===== src/rtl/osc_pkg.sv =====
// Shared encodings for the oscilloscope capture path: sampling modes,
// trigger edge select and capture FSM state codes.
package osc_pkg;

    localparam logic [1:0] GATHER_IDLE   = 2'b00;
    localparam logic [1:0] GATHER_CONT   = 2'b01;
    localparam logic [1:0] GATHER_SINGLE = 2'b10;

    localparam logic TRIG_RISE = 1'b0;
    localparam logic TRIG_FALL = 1'b1;

    localparam logic [2:0] CAP_IDLE      = 3'd0;
    localparam logic [2:0] CAP_ARM       = 3'd1;
    localparam logic [2:0] CAP_WAIT_TRIG = 3'd2;
    localparam logic [2:0] CAP_POST      = 3'd3;
    localparam logic [2:0] CAP_DONE      = 3'd4;

    typedef enum logic [2:0] {
        ST_IDLE      = CAP_IDLE,
        ST_ARM       = CAP_ARM,
        ST_WAIT_TRIG = CAP_WAIT_TRIG,
        ST_POST      = CAP_POST,
        ST_DONE      = CAP_DONE
    } cap_state_e;

    // 11 is reserved and behaves like idle, so only 01 and 10 enable capture
    function automatic logic gather_active(input logic [1:0] g);
        return (g == GATHER_CONT) || (g == GATHER_SINGLE);
    endfunction

endpackage


===== src/rtl/trigger_capture_level_cross_detect.sv =====
// Combinational level-crossing detector: flags the sample that reaches the
// threshold coming from the far side, on the selected edge.
module level_cross_detect
    import osc_pkg::*;
#(
    parameter int DATA_W = 8
) (
    input  logic [DATA_W-1:0] prev,
    input  logic [DATA_W-1:0] cur,
    input  logic [DATA_W-1:0] lvl,
    input  logic              edge_sel,
    input  logic              prev_valid,
    output logic              hit
);

    logic rise_hit;
    logic fall_hit;

    // Unsigned compares; no history means no crossing
    always_comb begin
        rise_hit = (prev < lvl) && (cur >= lvl);
        fall_hit = (prev > lvl) && (cur <= lvl);
        hit      = prev_valid && ((edge_sel == TRIG_FALL) ? fall_hit : rise_hit);
    end

endmodule


===== src/rtl/trigger_capture.sv =====
// Trigger capture engine: arms on a sampling mode, fills a circular sample
// RAM with pre-trigger history, waits for a level crossing and records the
// post-trigger tail, then presents the frame start to the readout stage.
//
// state     | meaning
// ----------+-------------------------------------------------------------
// IDLE  (0) | not sampling; pointer and last frame_start held
// ARM   (1) | writing until PRE_TRIG samples of history exist
// WAIT  (2) | writing circularly, looking for a crossing
// POST  (3) | writing the remaining DEPTH-PRE_TRIG-1 samples
// DONE  (4) | frame complete; waits for readout / mode change
module trigger_capture
    import osc_pkg::*;
#(
    parameter int DATA_W   = 8,
    parameter int ADDR_W   = 10,
    parameter int PRE_TRIG = 256
) (
    input  logic              clk,
    input  logic              rst,
    input  logic [DATA_W-1:0] adc_data,
    input  logic              adc_valid,
    input  logic [1:0]        gather_set,
    input  logic              trigger_set,
    input  logic [DATA_W-1:0] trigger_level,
    input  logic              rd_done,
    output logic              wr_en,
    output logic [ADDR_W-1:0] wr_addr,
    output logic [DATA_W-1:0] wr_data,
    output logic              frame_ready,
    output logic [ADDR_W-1:0] frame_start,
    output logic [2:0]        cap_state
);

    localparam int DEPTH = 1 << ADDR_W;
    localparam logic [ADDR_W-1:0] PRE_TRIG_A = ADDR_W'(PRE_TRIG);
    localparam logic [ADDR_W-1:0] PRE_LAST   = ADDR_W'(PRE_TRIG - 1);
    // Crossing sample is written in WAIT; this many more follow in POST
    localparam logic [ADDR_W-1:0] POST_LOAD  = ADDR_W'(DEPTH - PRE_TRIG - 1);

    cap_state_e        state_q;
    logic [ADDR_W-1:0] ptr_q;
    logic [ADDR_W-1:0] pre_cnt_q;
    logic [ADDR_W-1:0] post_cnt_q;
    logic [ADDR_W-1:0] trig_addr_q;
    logic [DATA_W-1:0] prev_q;
    logic              prev_valid_q;
    logic [DATA_W-1:0] lvl_q;
    logic              edge_q;
    logic              wr_en_q;
    logic [ADDR_W-1:0] wr_addr_q;
    logic [DATA_W-1:0] wr_data_q;
    logic              frame_ready_q;
    logic [ADDR_W-1:0] frame_start_q;

    logic              active_d;
    logic              sample_wr_d;
    logic [ADDR_W-1:0] ptr_d;
    logic              hit;

    level_cross_detect #(
        .DATA_W (DATA_W)
    ) u_cross (
        .prev       (prev_q),
        .cur        (adc_data),
        .lvl        (lvl_q),
        .edge_sel   (edge_q),
        .prev_valid (prev_valid_q),
        .hit        (hit)
    );

    // Decide whether this cycle's sample goes to RAM; POST stops writing
    // once its down-counter has reached terminal count
    always_comb begin
        active_d    = gather_active(gather_set);
        sample_wr_d = 1'b0;
        if (active_d && adc_valid) begin
            unique case (state_q)
                ST_ARM, ST_WAIT_TRIG: sample_wr_d = 1'b1;
                ST_POST:              sample_wr_d = (post_cnt_q != '0);
                default:              sample_wr_d = 1'b0;
            endcase
        end
        ptr_d = ptr_q + 1'b1;
    end

    // Capture FSM with registered write port and frame status
    always_ff @(posedge clk) begin
        if (rst) begin
            state_q       <= ST_IDLE;
            ptr_q         <= '0;
            pre_cnt_q     <= '0;
            post_cnt_q    <= '0;
            trig_addr_q   <= '0;
            prev_q        <= '0;
            prev_valid_q  <= 1'b0;
            lvl_q         <= '0;
            edge_q        <= TRIG_RISE;
            wr_en_q       <= 1'b0;
            wr_addr_q     <= '0;
            wr_data_q     <= '0;
            frame_ready_q <= 1'b0;
            frame_start_q <= '0;
        end else begin
            wr_en_q <= 1'b0;
            if (!active_d) begin
                // Soft stop: like reset but pointer and frame_start survive
                state_q       <= ST_IDLE;
                pre_cnt_q     <= '0;
                post_cnt_q    <= '0;
                trig_addr_q   <= '0;
                prev_q        <= '0;
                prev_valid_q  <= 1'b0;
                frame_ready_q <= 1'b0;
            end else begin
                if (sample_wr_d) begin
                    wr_en_q      <= 1'b1;
                    wr_addr_q    <= ptr_q;
                    wr_data_q    <= adc_data;
                    ptr_q        <= ptr_d;
                    prev_q       <= adc_data;
                    prev_valid_q <= 1'b1;
                end
                unique case (state_q)
                    ST_IDLE: begin
                        state_q      <= ST_ARM;
                        lvl_q        <= trigger_level;
                        edge_q       <= trigger_set;
                        pre_cnt_q    <= '0;
                        prev_valid_q <= 1'b0;
                    end
                    ST_ARM: begin
                        // A crossing on the completing sample is ignored;
                        // detection starts with the next one
                        if (adc_valid) begin
                            pre_cnt_q <= pre_cnt_q + 1'b1;
                            if (pre_cnt_q == PRE_LAST) begin
                                state_q <= ST_WAIT_TRIG;
                            end
                        end
                    end
                    ST_WAIT_TRIG: begin
                        if (adc_valid && hit) begin
                            trig_addr_q <= ptr_q;
                            post_cnt_q  <= POST_LOAD;
                            state_q     <= ST_POST;
                        end
                    end
                    ST_POST: begin
                        if (post_cnt_q == '0) begin
                            state_q       <= ST_DONE;
                            frame_ready_q <= 1'b1;
                            frame_start_q <= trig_addr_q - PRE_TRIG_A;
                        end else if (adc_valid) begin
                            post_cnt_q <= post_cnt_q - 1'b1;
                        end
                    end
                    ST_DONE: begin
                        if (rd_done) begin
                            frame_ready_q <= 1'b0;
                            if (gather_set == GATHER_CONT) begin
                                state_q      <= ST_ARM;
                                lvl_q        <= trigger_level;
                                edge_q       <= trigger_set;
                                pre_cnt_q    <= '0;
                                prev_valid_q <= 1'b0;
                            end
                        end
                    end
                    default: state_q <= ST_IDLE;
                endcase
            end
        end
    end

    assign wr_en       = wr_en_q;
    assign wr_addr     = wr_addr_q;
    assign wr_data     = wr_data_q;
    assign frame_ready = frame_ready_q;
    assign frame_start = frame_start_q;
    assign cap_state   = state_q;

endmodule


===== config.mk =====
export PLATFORM = sky130hd
export DESIGN_NAME = trigger_capture
export DESIGN_NICKNAME = d
export VERILOG_FILES = /design/src/rtl/osc_pkg.sv /design/src/rtl/trigger_capture_level_cross_detect.sv /design/src/rtl/trigger_capture.sv
export SDC_FILE = /design/constraint.sdc
export NUM_CORES = 1
export LEC_CHECK = 0
export BUFFER_PORTS_ARGS = -buffer_cell sky130_fd_sc_hd__clkbuf_2
export CAP_MARGIN = 15
export CORE_MARGIN = 2
export CORE_UTILIZATION = 40
export DETAILED_ROUTE_END_ITERATION = 10
export GPL_TIMING_DRIVEN = 0
export HOLD_SLACK_MARGIN = 0.06
export SYNTH_ARGS = -nofsm -noshare
export SYNTH_HDL_FRONTEND = slang
export SYNTH_SLANG_ARGS = --single-unit

===== constraint.sdc =====
create_clock -name clk -period 4.4 [get_ports clk]
set_input_delay 0.22 -clock clk [delete_from_list [all_inputs] [get_ports clk]]
set_output_delay 0.22 -clock clk [all_outputs]
set_load 0.005 [all_outputs]

After elaboration in Yosys (flattened, before gate mapping)
Cells that the tools add are included.
W data, S select, Z words.

cells by class
  shift operators = 0
  bitwise gates (word level) = 1
  $mul = 0
  add/sub/neg operators = 4
  order comparisons = 4
  div/mod/pow operators = 0
  multiplexer cells = 32
  reductions and logical operators = 23
  equal/unequal tests = 15

operator list
  kind                     number
  $mux W10                 6
  $pmux W10 S3             1
  $add A10 B1 Y10 const B  2
  $pmux W10 S2             1
  $mux W3                  6
  $mux W8                  2
  $ne A2 B2 Y1 const B     8
  $pmux W8 S2              1
  $pmux W3 S5              1
  $reduce_and A4 Y1        3
  $eq A10 B8 Y1 const B    1
  $logic_not A10 Y1        1
  $mux W1                  10
  $reduce_bool A10 Y1      1
  $sub A10 B1 Y10 const B  1
  $sub A10 B9 Y10 const B  1
  $ge A8 B8 Y1             1
  $gt A8 B8 Y1             1
  $le A8 B8 Y1             1
  $lt A8 B8 Y1             1
  $pmux W1 S2              4
  $eq A3 B2 Y1 const B     2
  $reduce_and A3 Y1        2
  $reduce_and A6 Y1        1
  other kinds (12)         20

word-level totals
  bits in latches = 0
  memories = 0
  output and inout port bits = 33
  ROM bits = 0
  input port bits = 23
  word-level logic and storage cells = 93
  memory bits (writable) = 0
  flip-flop bits (word level) = 91

Longest topological paths before layout
  word-level depth = 8
  gate-level depth with buffers = 9
  mapped depth without buffers = 8

Hierarchy
Synthesis repeated with hierarchy kept, for this count alone.

unflattened totals
  cell total of the unflattened synthesis = 494
  area, all modules = 4115.2 µm²

modules (own cells, without submodules)
  module              seq. area each (µm²)  instances  area an instance (µm²)  cells each
  trigger_capture     1821.7                1          3702.3                  440
  level_cross_detect  0.0                   1          412.9                   54

Worst setup path before layout
OpenSTA, ideal clock, no wires.

  kind = register to register
  start = register lvl_q[6]
  end = register post_cnt_q[2]
  required time = 4278 ps
  cell stages (with the launch flop) = 10
  path buffers = 1
  data arrival time = 1978 ps
  path slack = 2300 ps
  period minus slack after synthesis = 2100 ps
  library setup time = 122 ps
  path through = dfxtp_1 > inv_1 > ha_1 > a21oi_1 > nand2_1 > a21o_1 > or2_0 > o2111a_1 > clkbuf_1 > o311a_1

between the ends
  word-level cells in the longest chain between the ends = 7
  elaborated cells between the ends (all ways) = 11
  classes of those cells = 4 x order compare; 1 x eq/ne; 1 x mux; 5 x reduce/logical

ends and longest elaborated chain
  what                                    RTL line                                                                            RTL
  from (decl)                             trigger_capture.sv:48                                                               logic [DATA_W-1:0] lvl_q;
  from (signal assigned)                  trigger_capture.sv:127                                                              lvl_q <= trigger_level;
  from (signal assigned)                  trigger_capture.sv:163                                                              lvl_q <= trigger_level;
  $lt A8 B8 Y1 (tied with other cells)    trigger_capture_level_cross_detect.sv:21                                            rise_hit = (prev < lvl) && (cur >= lvl);
  $logic_and A1 B1 Y1 (on tied branches)  trigger_capture_level_cross_detect.sv:21, trigger_capture_level_cross_detect.sv:22
  $mux W1 *                               trigger_capture_level_cross_detect.sv:23                                            hit = prev_valid && ((edge_sel == TRIG_FALL) ? fall_hit : rise_hit);
  $logic_and A1 B1 Y1 *                   trigger_capture_level_cross_detect.sv:23
  $logic_and A1 B1 Y1 *                   trigger_capture.sv:143                                                              if (adc_valid && hit) begin
  $ne A2 B2 Y1 (no source line) *         --
  $reduce_and A4 Y1 (no source line) *    --
  to (signal assigned)                    trigger_capture.sv:155                                                              post_cnt_q <= post_cnt_q - 1'b1;
  to (decl)                               trigger_capture.sv:44                                                               logic [ADDR_W-1:0] post_cnt_q;

Every way passes the cells marked *; elsewhere a longest branch is shown, timed or not.
A chain may end at the register's enable or synchronous reset.

Worst setup path after layout
  start = register lvl_q[6]
  end = register post_cnt_q[5]

The elaborated chain is that of the path after synthesis.

==> reports/qor.yml <==
grt_pass1_vias: 3463
track_usage_pct: 18.2
hp-class: "input pin to flop"
fin_util_pct: 47.1
holdBufCountCts: 0
cts_buffer_depth: 2
rows: 37
rsz0062_at_grt: "no"
ir_drop_uv: 179
design.die.area_mm2: 0.0111
synth_ff_type: "dfxtp_1"
cts_tree: "built"
hold_viol_final: 0
post-cts-setup-buffers: 0
synth_top_cell_area_share_pct: 44.2
arrival_ns: 2.70
cts.sinks: 91
htree_levels: 3
leakage_nw: 1.84
finalCritPeriodShare_pct: 55.8
start_util_pct: 40.6
n_antenna_cell: 0
grt_pass1_wl_mm: 16.4
dr.pass1.iters: 4
vias_per_cell: 5.11
die_y_um: 105
grt_start_max_net_pins: 18
ant_nets: 0
cts_root_buf: "clkbuf_8"
synth_cell_types: 50
end_kind: "flop"
max_slew_margin_pct: 56.8
dieWidth_um: 105
worst_pin_slew_ns: 0.645
syn_avg_cell_area_um2: 8.53
cp_data_required_time_ns: 4.65
syn_inst: 483
gp_congestion: 0.807
synth_nets: 527
max_freq_mhz: 407
antenna_found_initial: 0
design_area_mm2: 0.00478
path_clk_slew_ns: 0.09
cap_viol_max_count: 0
synth_edf_count: 0
io_buffers: 55
maxSlewViolCount: 0
drive_gt1_share_pct: 15.5
total_power_mw: 1.69
cts_inserted_buffers: 9
pwr_density_cell_mw_per_mm2: 355
synth-async-reset-ratio_pct: 0
path_class: "flop to flop"
outcome: "finished, final reports clean"
clock_latency_ns: 0.36
area_growth_pct: 16.0
period_minus_slack_ns: 2.45
core_area_mm2: 0.0101
path_cells: "inv_1, ha_1, a21oi_1, nand2_1, a21o_1, or2_0, o2111a_1, clkbuf_1, o311a_1"
grt_overflow: 0
wl_per_cell_um: 14.1
syn_area_mm2: 0.00412
ys_ff_latch: 91
path_max_fanout: 10
critPathMaxStageDelay_ns: 0.41
cp_slowest_cell: "o311a_1"
ys_top_cells_by_area: "dfxtp_1, nand2_1, a21oi_1"
setup_viol: 0
drc: 0
first_iter_violations: 105
ys_warn_count: 0
fin_setup_tns_ns: 0
dpl_cell_area_mm2: 0.00457
vias: 3529
skew_ns: 0.0133
wl_mm: 9.74
ys_seq_area_share_pct: 44.2
yosysTopAreaCell: "dfxtp_1"
ctsResizeCount: 0
nNetsFinal: 593
io_pins: 56
hpwl_mm: 7.31
cp-start-kind: "flop"
-- Yosys cell counts (3+ instances only) --
library cell and n:
a31oi_1 8, nor3b_1 3, nand4_1 7, or3_1 6, xor2_1 10, nand3_1 8
nand2b_1 4, and4_1 4, ha_1 21, mux2i_1 21, dfxtp_1 91, nor4_1 3
nand2_1 89, o311a_1 7, clkbuf_1 15, inv_1 15, nor2_1 38, a21oi_1 54
xnor2_1 5, o21ai_0 20, buf_2 8, nor3_1 10
-- through the flow --
| stage | setup slack (ns) | std cells | hold slack (ns) |
|---|---|---|---|
| after global placement | 2.02 | 674 | 0.445 |
| after CTS | 1.97 | 690 | 0.0625 |
| after detailed placement | 2.00 | 674 | 0.450 |
| after floorplan | 2.30 | 483 | 0.356 |
| final | 1.95 | 690 | 0.0700 |
| after global routing | 1.72 | 690 | 0.0652 |
-- cells in the final DEF, fill, tap and decap left out, drive strengths merged, types with 10 or more instances in the layout --
cell type  Yosys  layout
ha            21      21
a21oi         54      54
clkbuf        15      80
nand2         89      89
o21ai         22      22
nor2          39      39
dfxtp         91      91
xor2          10      10
inv           15      19
mux2i         21      21
nor3          13      13
buf           10      10
-- registers in the layout (all words and copies together) (netlist names) --
register and cells:
frame_start 10, post_cnt_q 10, pre_cnt_q 10, ptr_q 10, trig_addr_q 10, wr_addr 10
lvl_q 8, prev_q 8, wr_data 8, cap_state 3, edge_q 1, frame_ready 1
prev_valid_q 1, wr_en 1
-- per-layer routing --
| layer | share of wire [%] | vias up | GRT usage (%) |
|---|---|---|---|
| met1 | 47 | 1644 | 23.7 |
| met2 | 48 | 54 | 30.7 |
| li1 | - | 1817 | - |
| met3 | 2.9 | 14 | 3.34 |
| met4 | 1.5 | 0 | 5.64 |
| met5 | 0 | - | 0 |
-- layout make-up --
type	instances	area (um2)
Buffer	25	111
Clock buffer	10	138
Clock inverter	6	76.3
Fill cell	1019	5360
Inverter	15	56.3
Multi-Input combinational cell	352	2130
Sequential cell	91	1820
Tap cell	136	170
Timing Repair Buffer	55	275
-- cell families after synthesis --
| group | synth area share (%) |
|---|---|
| and+or+nand+nor | 22.1 |
| AOI/OAI and AO/OA | 14.9 |
| DFF | 44.2 |
| buffers and inverters | 4.07 |
| muxes | 5.10 |
| adders and majority gates | 6.38 |
| xor gates and xnor gates | 3.19 |
-- worst max-delay path, delay by kind of cell (launching register included) --
family,cells,cell delay [ns]
buffers and inverters,2,0.36
adders and majority gates,1,0.31
AOI/OAI and AO/OA,4,1.02
DFF,1,0.34
and+or+nand+nor,2,0.30
-- final timing paths --
| check | slack [ns] | from | depth (start not counted) | end |
|---|---|---|---|---|
| max | 1.95 | lvl_q[6] | 9 | post_cnt_q[5] |
| min | 0.07 | trigger_level[7] | 3 | lvl_q[7] |
| max reg2reg | 1.95 | lvl_q[6] | 9 | post_cnt_q[5] |
| min reg2reg | 0.46 | wr_data[5] | 2 | wr_data[5] |
-- power breakdown --
| part | switching, mW | total [mW] | internal, mW |
|---|---|---|---|
| combinational | 0.150 | 0.230 | 0.0802 |
| sequential | 0.0144 | 0.858 | 0.844 |
| clock | 0.317 | 0.606 | 0.289 |
Note: power is estimated with default switching activity, not from simulation.
